==> src/rtl/calc_pkg.sv <==
// Shared command, status and glyph definitions for the calculator and its display.
// Seven-segment patterns are {g,f,e,d,c,b,a}, active-low.
package calc_pkg;

   // Command codes carried on the calculator's data output
   localparam logic [3:0] DIG_MAX    = 4'h9;
   localparam logic [3:0] CMD_PLUS   = 4'hA;
   localparam logic [3:0] CMD_MINUS  = 4'hB;
   localparam logic [3:0] CMD_MUL    = 4'hC;
   localparam logic [3:0] CMD_RES    = 4'hD;
   localparam logic [3:0] CMD_NOP    = 4'hE;
   localparam logic [3:0] CMD_CLR    = 4'hF;
   localparam logic [3:0] CODE_BLANK = 4'hF;

   // Calculator status; 2'd3 is treated as an error as well
   localparam logic [1:0] ST_READY = 2'd0;
   localparam logic [1:0] ST_BUSY  = 2'd1;
   localparam logic [1:0] ST_ERR   = 2'd2;

   localparam logic [6:0] SEG_BLANK = 7'h7F;
   localparam logic [6:0] SEG_DASH  = 7'h3F;
   localparam logic [6:0] SEG_E     = 7'h06;
   localparam logic [6:0] SEG_R     = 7'h2F;
   localparam logic [6:0] SEG_PLUS  = 7'h39;
   localparam logic [6:0] SEG_MUL   = 7'h09;

   function automatic logic [6:0] op_glyph(input logic [3:0] op);
      logic [6:0] g;
      case (op)
         CMD_PLUS:  g = SEG_PLUS;
         CMD_MINUS: g = SEG_DASH;
         CMD_MUL:   g = SEG_MUL;
         default:   g = SEG_BLANK;
      endcase
      return g;
   endfunction

endpackage

==> src/rtl/seg7_decode.sv <==
// Decimal digit to active-low seven-segment pattern; non-digit codes render blank.
module seg7_decode
   import calc_pkg::*;
(
   input  logic [3:0] code,
   output logic [6:0] seg
);

   always_comb begin
      seg = SEG_BLANK;
      case (code)
         4'd0:    seg = 7'h40;
         4'd1:    seg = 7'h79;
         4'd2:    seg = 7'h24;
         4'd3:    seg = 7'h30;
         4'd4:    seg = 7'h19;
         4'd5:    seg = 7'h12;
         4'd6:    seg = 7'h02;
         4'd7:    seg = 7'h78;
         4'd8:    seg = 7'h00;
         4'd9:    seg = 7'h10;
         default: seg = SEG_BLANK;
      endcase
   end

endmodule

==> src/rtl/calc_display.sv <==
// Rebuilds the operand being typed from calculator events and scans it onto an
// 8-digit common-anode display, with error/busy views overriding the digits.
module calc_display
   import calc_pkg::*;
#(
   parameter int unsigned SCAN_DIV = 50000
) (
   input  logic       clock,
   input  logic       reset,
   input  logic [1:0] status,
   input  logic [3:0] data,
   input  logic [2:0] position,
   output logic [7:0] an,
   output logic [6:0] seg,
   output logic       err_led,
   output logic       busy_led
);

   localparam int unsigned PW = (SCAN_DIV > 1) ? $clog2(SCAN_DIV) : 1;
   localparam logic [PW-1:0] PRE_MAX = PW'(SCAN_DIV - 1);

   logic [3:0]    last_data_q;
   logic [2:0]    last_pos_q;
   logic [3:0]    digit_buf_q [8];
   logic [3:0]    digit_buf_d [8];
   logic [3:0]    len_q, len_d;
   logic [3:0]    opg_q, opg_d;
   logic [PW-1:0] pre_q;
   logic [2:0]    slot_q;
   logic          event_hit;

   logic [2:0]    dig_idx;
   logic [3:0]    dig_code;
   logic [6:0]    dig_seg;
   logic [7:0]    an_d;
   logic [6:0]    seg_d;
   logic          err_led_d, busy_led_d;

   // Repeating the same {data,position} pair is deliberately not an event
   assign event_hit = ({data, position} != {last_data_q, last_pos_q});

   always_comb begin
      digit_buf_d = digit_buf_q;
      len_d       = len_q;
      opg_d       = opg_q;
      if (event_hit) begin
         case (data)
            CMD_PLUS, CMD_MINUS, CMD_MUL: begin
               for (int i = 0; i < 8; i++) digit_buf_d[i] = CODE_BLANK;
               len_d = 4'd0;
               opg_d = data;
            end
            CMD_CLR: begin
               for (int i = 0; i < 8; i++) digit_buf_d[i] = CODE_BLANK;
               len_d = 4'd0;
               opg_d = 4'd0;
            end
            CMD_RES, CMD_NOP: ;
            default: begin
               if (data <= DIG_MAX) begin
                  digit_buf_d[position] = data;
                  len_d                 = {1'b0, position} + 4'd1;
                  opg_d                 = 4'd0;
               end
            end
         endcase
      end
   end

   always_ff @(posedge clock or posedge reset) begin
      if (reset) begin
         last_data_q <= CMD_CLR;
         last_pos_q  <= 3'd0;
         len_q       <= 4'd0;
         opg_q       <= 4'd0;
         for (int i = 0; i < 8; i++) digit_buf_q[i] <= CODE_BLANK;
      end else begin
         last_data_q <= data;
         last_pos_q  <= position;
         len_q       <= len_d;
         opg_q       <= opg_d;
         for (int i = 0; i < 8; i++) digit_buf_q[i] <= digit_buf_d[i];
      end
   end

   always_ff @(posedge clock or posedge reset) begin
      if (reset) begin
         pre_q  <= '0;
         slot_q <= 3'd0;
      end else if (pre_q == PRE_MAX) begin
         pre_q  <= '0;
         slot_q <= slot_q + 3'd1;
      end else begin
         pre_q  <= pre_q + 1'b1;
      end
   end

   // Oldest digit sits leftmost; len of 8 wraps to index 7-slot via 3-bit math
   always_comb begin
      dig_idx  = len_q[2:0] - 3'd1 - slot_q;
      dig_code = digit_buf_q[dig_idx];
   end

   seg7_decode u_seg7_decode (
      .code (dig_code),
      .seg  (dig_seg)
   );

   always_comb begin
      an_d       = ~(8'd1 << slot_q);
      seg_d      = SEG_BLANK;
      err_led_d  = (status >= ST_ERR);
      busy_led_d = (status == ST_BUSY);
      case (status)
         ST_READY: begin
            if (len_q != 4'd0) begin
               if ({1'b0, slot_q} < len_q) seg_d = dig_seg;
            end else if (slot_q == 3'd0) begin
               seg_d = op_glyph(opg_q);
            end
         end
         ST_BUSY: seg_d = SEG_DASH;
         default: begin
            case (slot_q)
               3'd2:       seg_d = SEG_E;
               3'd1, 3'd0: seg_d = SEG_R;
               default:    seg_d = SEG_BLANK;
            endcase
         end
      endcase
   end

   always_ff @(posedge clock or posedge reset) begin
      if (reset) begin
         an       <= 8'hFF;
         seg      <= SEG_BLANK;
         err_led  <= 1'b0;
         busy_led <= 1'b0;
      end else begin
         an       <= an_d;
         seg      <= seg_d;
         err_led  <= err_led_d;
         busy_led <= busy_led_d;
      end
   end

endmodule
==> config.mk <==
export PLATFORM = sky130hd
export DESIGN_NAME = calc_display
export DESIGN_NICKNAME = d
export VERILOG_FILES = /design/src/rtl/calc_pkg.sv /design/src/rtl/seg7_decode.sv /design/src/rtl/calc_display.sv
export SDC_FILE = /design/constraint.sdc
export NUM_CORES = 1
export LEC_CHECK = 0
export CORE_ASPECT_RATIO = 1.2
export CORE_MARGIN = 5
export CORE_UTILIZATION = 30
export CTS_BUF_LIST = sky130_fd_sc_hd__clkbuf_4
export CTS_CLUSTER_SIZE = 40
export DETAILED_ROUTE_END_ITERATION = 10
export SLEW_MARGIN = 10
export SYNTH_ARGS = -nofsm -noshare
export SYNTH_HDL_FRONTEND = slang
export SYNTH_SLANG_ARGS = --single-unit
==> constraint.sdc <==
create_clock -name clock -period 3.6 [get_ports clock]
set_input_delay 0.36 -clock clock [delete_from_list [all_inputs] [get_ports clock]]
set_output_delay 0.36 -clock clock [all_outputs]
set_load 0.05 [all_outputs]
==> impl_metrics.ini <==
[layout]
fillCellCount = 1371
register_area_mm2 = 0.00214
syn2layout_area_growth_pct = 15.0
multiInputGateArea_mm2 = 0.00185
fin_area_mm2 = 0.00477
nets = 449
layout-drive-gt1-share_pct = 22.6
diodes = 0

[clocking]
post-cts-setup-buffer-count = 0
clock_path_buffers = 2
clockRootBuffer = clkbuf_4
cts-resized-gates = 0
htreeDepth = 3
clk_pin_slew_ns = 0.13
hold_buffers = 0
clock_latency_ns = 0.44
tritoncts = done
clock-sinks = 83
cts_buffers = 9

[sta]
rsz0062_at_grt = no
worst_pin_slew_ns = 0.879
hold_violations = 0
tns_ns = 0
timing.fmax_ghz = 0.317
post-route-period-util_pct = 87.7
slew_violations = 0
setup_slack_ns = 0.442
fin_crit_ns = 3.16
setup_violations = 0
skew_ns = 0.0143
slew_headroom_pct = 41.3

[route]
dr_total_vias = 2847
viasPerCell = 4.78
drc_errors = 0
routed_wl_mm = 8.67
dr.pass1.iters = 4
wire_per_inst_um = 14.6
drt_iter0_markers = 167
ant_nets = 0

[synth]
yosysMostFrequentCell = dfstp_2
ys.flop_type = dfstp_2
muxShareOfSynthArea_pct = 8.93
synth-seq-area-share_pct = 51.6
synth_nets = 416
netlist_instances = 387
yosys.area.top_type = dfstp_2
synth.distinct_cells = 49
synth_edf_count = 0
synthTopCellsByArea = dfstp_2 (32%), dfrtp_1 (19%), ha_1 (5.1%), a21oi_1 (4.5%), nor2_1 (4.3%)
netlist_area_mm2 = 0.00415
netlist.area_leader.share_pct = 32.3
synthTopCellsByCount = dfstp_2 (51), nor2_1 (48), a21oi_1 (37)
yosys.area_share.adder_pct = 5.61
syn-mean-instance-area_um2 = 10.7
synth_top_family_by_area = simple AND/OR/NAND/NOR gates
synth_async_sr_flop_share_pct = 100
synth_simple_gate_area_share_pct = 14.3
yosys_register_bits = 83
yosysWarningCount = 0
synth-compound-area-share_pct = 10.2
synth_xor_area_share_pct = 5.67

[global_routing]
grt_pass1_vias = 2990
grt_max_degree = 53
gr-total-overflow = 0
grt_pass1_wl_mm = 15.1
track_usage_pct = 11.3
antenna_found_initial = 0

[placement]
placedInstanceArea_mm2 = 0.00463
dp_hpwl_mm = 6.29
pre_cts_slack_ns = 0.483
portBuffers = 27
place.gp.congestion = 0.802

[worst_setup_path]
crit_path_frequent_cell = inv_1
crit_buf_inv = 4
crit_fanout = 5
crit_required_ns = 3.96
cp_slowest_stage_delay_ns = 0.54
setup.worst_path.start_class = flop
cp.arrival_ns = 3.52
cp-end-kind = flop
cp_slowest_cell = mux4_1
path_class = flop to flop
path_cells = inv_1, ha_1, fa_1, inv_2, mux4_1, mux2i_1, inv_1, ha_1, inv_1, o211ai_1, a21oi_1, o21ai_1
crit_family = adder cells

[die]
die_x_um = 117
design.core.area_mm2 = 0.0137
ios = 28
start_util_pct = 30.3
die_area_mm2 = 0.0163
die_h_um = 139
num_rows = 47

[power_and_ir_drop]
p_leak_nw = 1.95
power.total_w = 0.00212
power_density_mw_per_mm2 = 444
vdd_ir_drop_max_mv = 0.167

[outcome]
status = finished, final reports clean

[run]
drv_cap = 0

[hold_path]
hold_path_class = input port to async pin
==> worst paths after layout <==
kind	startpoint	endpoint	slack, ns	depth (start not counted)
setup / recovery	slot_q[0]$_DFFE_PP0N_	seg[5]$_DFF_PP1_	0.44	12
hold / removal	reset	opg_q[3]$_DFFE_PP0P_	0.39	2
setup reg to reg	slot_q[0]$_DFFE_PP0N_	seg[5]$_DFF_PP1_	0.44	12
hold reg to reg	pre_q[0]$_DFF_PP0_	pre_q[0]$_DFF_PP0_	0.50	1
max in group asynchronous	reset	an[0]$_DFF_PP1_	2.39	3
min in group clock	data[2]	last_data_q[2]$_DFF_PP1_	0.50	1
==> metrics by stage <==
step | hold WS (ns) | cells | util, %
finish | 0.394 | 596 | 34.8
global route | 0.456 | 596 | 34.8
CTS | 0.405 | 596 | 34.8
detailed placement | 0.485 | 580 | 33.8
global placement | 0.474 | 580 | 33.8
floorplan | 0.364 | 387 | -
==> kinds of logic (layout without fill, tap and decap cells) <==
family                   after synthesis  in the layout
AND/OR/NAND/NOR                      126            126
flip-flops                            83             83
AO/OA/AOI/OAI                         72             72
buffers and inverters                 36             74
XOR/XNOR                              26             26
multiplexers                          26             26
adder cells (fa/ha/maj)               18             18
==> metal layers <==
layer	share of wire, %	wire length, um	GRT usage [%]	up-vias
met5	0	0	0	-
met4	3.4	295	5.86	0
met3	3.8	328	2.94	22
met2	48	4200	18.1	53
met1	44	3850	14.1	1386
li1	-	-	-	1386
==> power by group <==
group / internal, W / leakage [nW] / switching, W
combinational: 0.000199 / 0.920 / 0.000280
sequential: 0.00105 / 0.952 / 0.0000447
clock: 0.000221 / 0.0784 / 0.000326
total: 0.00147 / 1.95 / 0.000651
==> layout by cell type, fill, tap and decap left out, drive strengths merged, types with 8 or more instances in the layout <==
| cell | n |
|---|---|
| nor3 | 8 |
| nor2b | 10 |
| nor2 | 48 |
| buf | 9 |
| inv | 21 |
| mux2 | 9 |
| mux2i | 10 |
| nand3 | 11 |
| dfrtp | 32 |
| xnor2 | 11 |
| ha | 17 |
| dfstp | 51 |
| xor2 | 15 |
| a21oi | 38 |
| clkbuf | 10 |
| clkdlybuf4s50 | 27 |
| nand2 | 32 |
| o21ai | 16 |
==> flip-flops by register name (all words and copies together) (netlist names) <==
register,cells
an,8
busy_led,1
digit_buf_q,32
err_led,1
last_data_q,4
last_pos_q,3
len_q,4
opg_q,4
pre_q,16
seg,7
slot_q,3
==> area by class of cell <==
cell class              instances  share of cell area (%)
flip-flops and latches         83                    44.9
multi-input cells             268                    38.9
repair buffers                 36                    7.08
well taps                     171                    4.48
inverters                      22                    1.76
clock buffers                  10                    1.57
clock inverters                 6                    1.36
==> worst register-to-register path, delay by kind of cell (launching register included) <==
kind / cells / cell delay, ns
AO/OA/AOI/OAI: 3 / 0.32
adder cells (fa/ha/maj): 3 / 0.94
buffers and inverters: 4 / 0.51
flip-flops: 1 / 0.42
multiplexers: 2 / 0.91
Power figures use the tool's default switching activity.
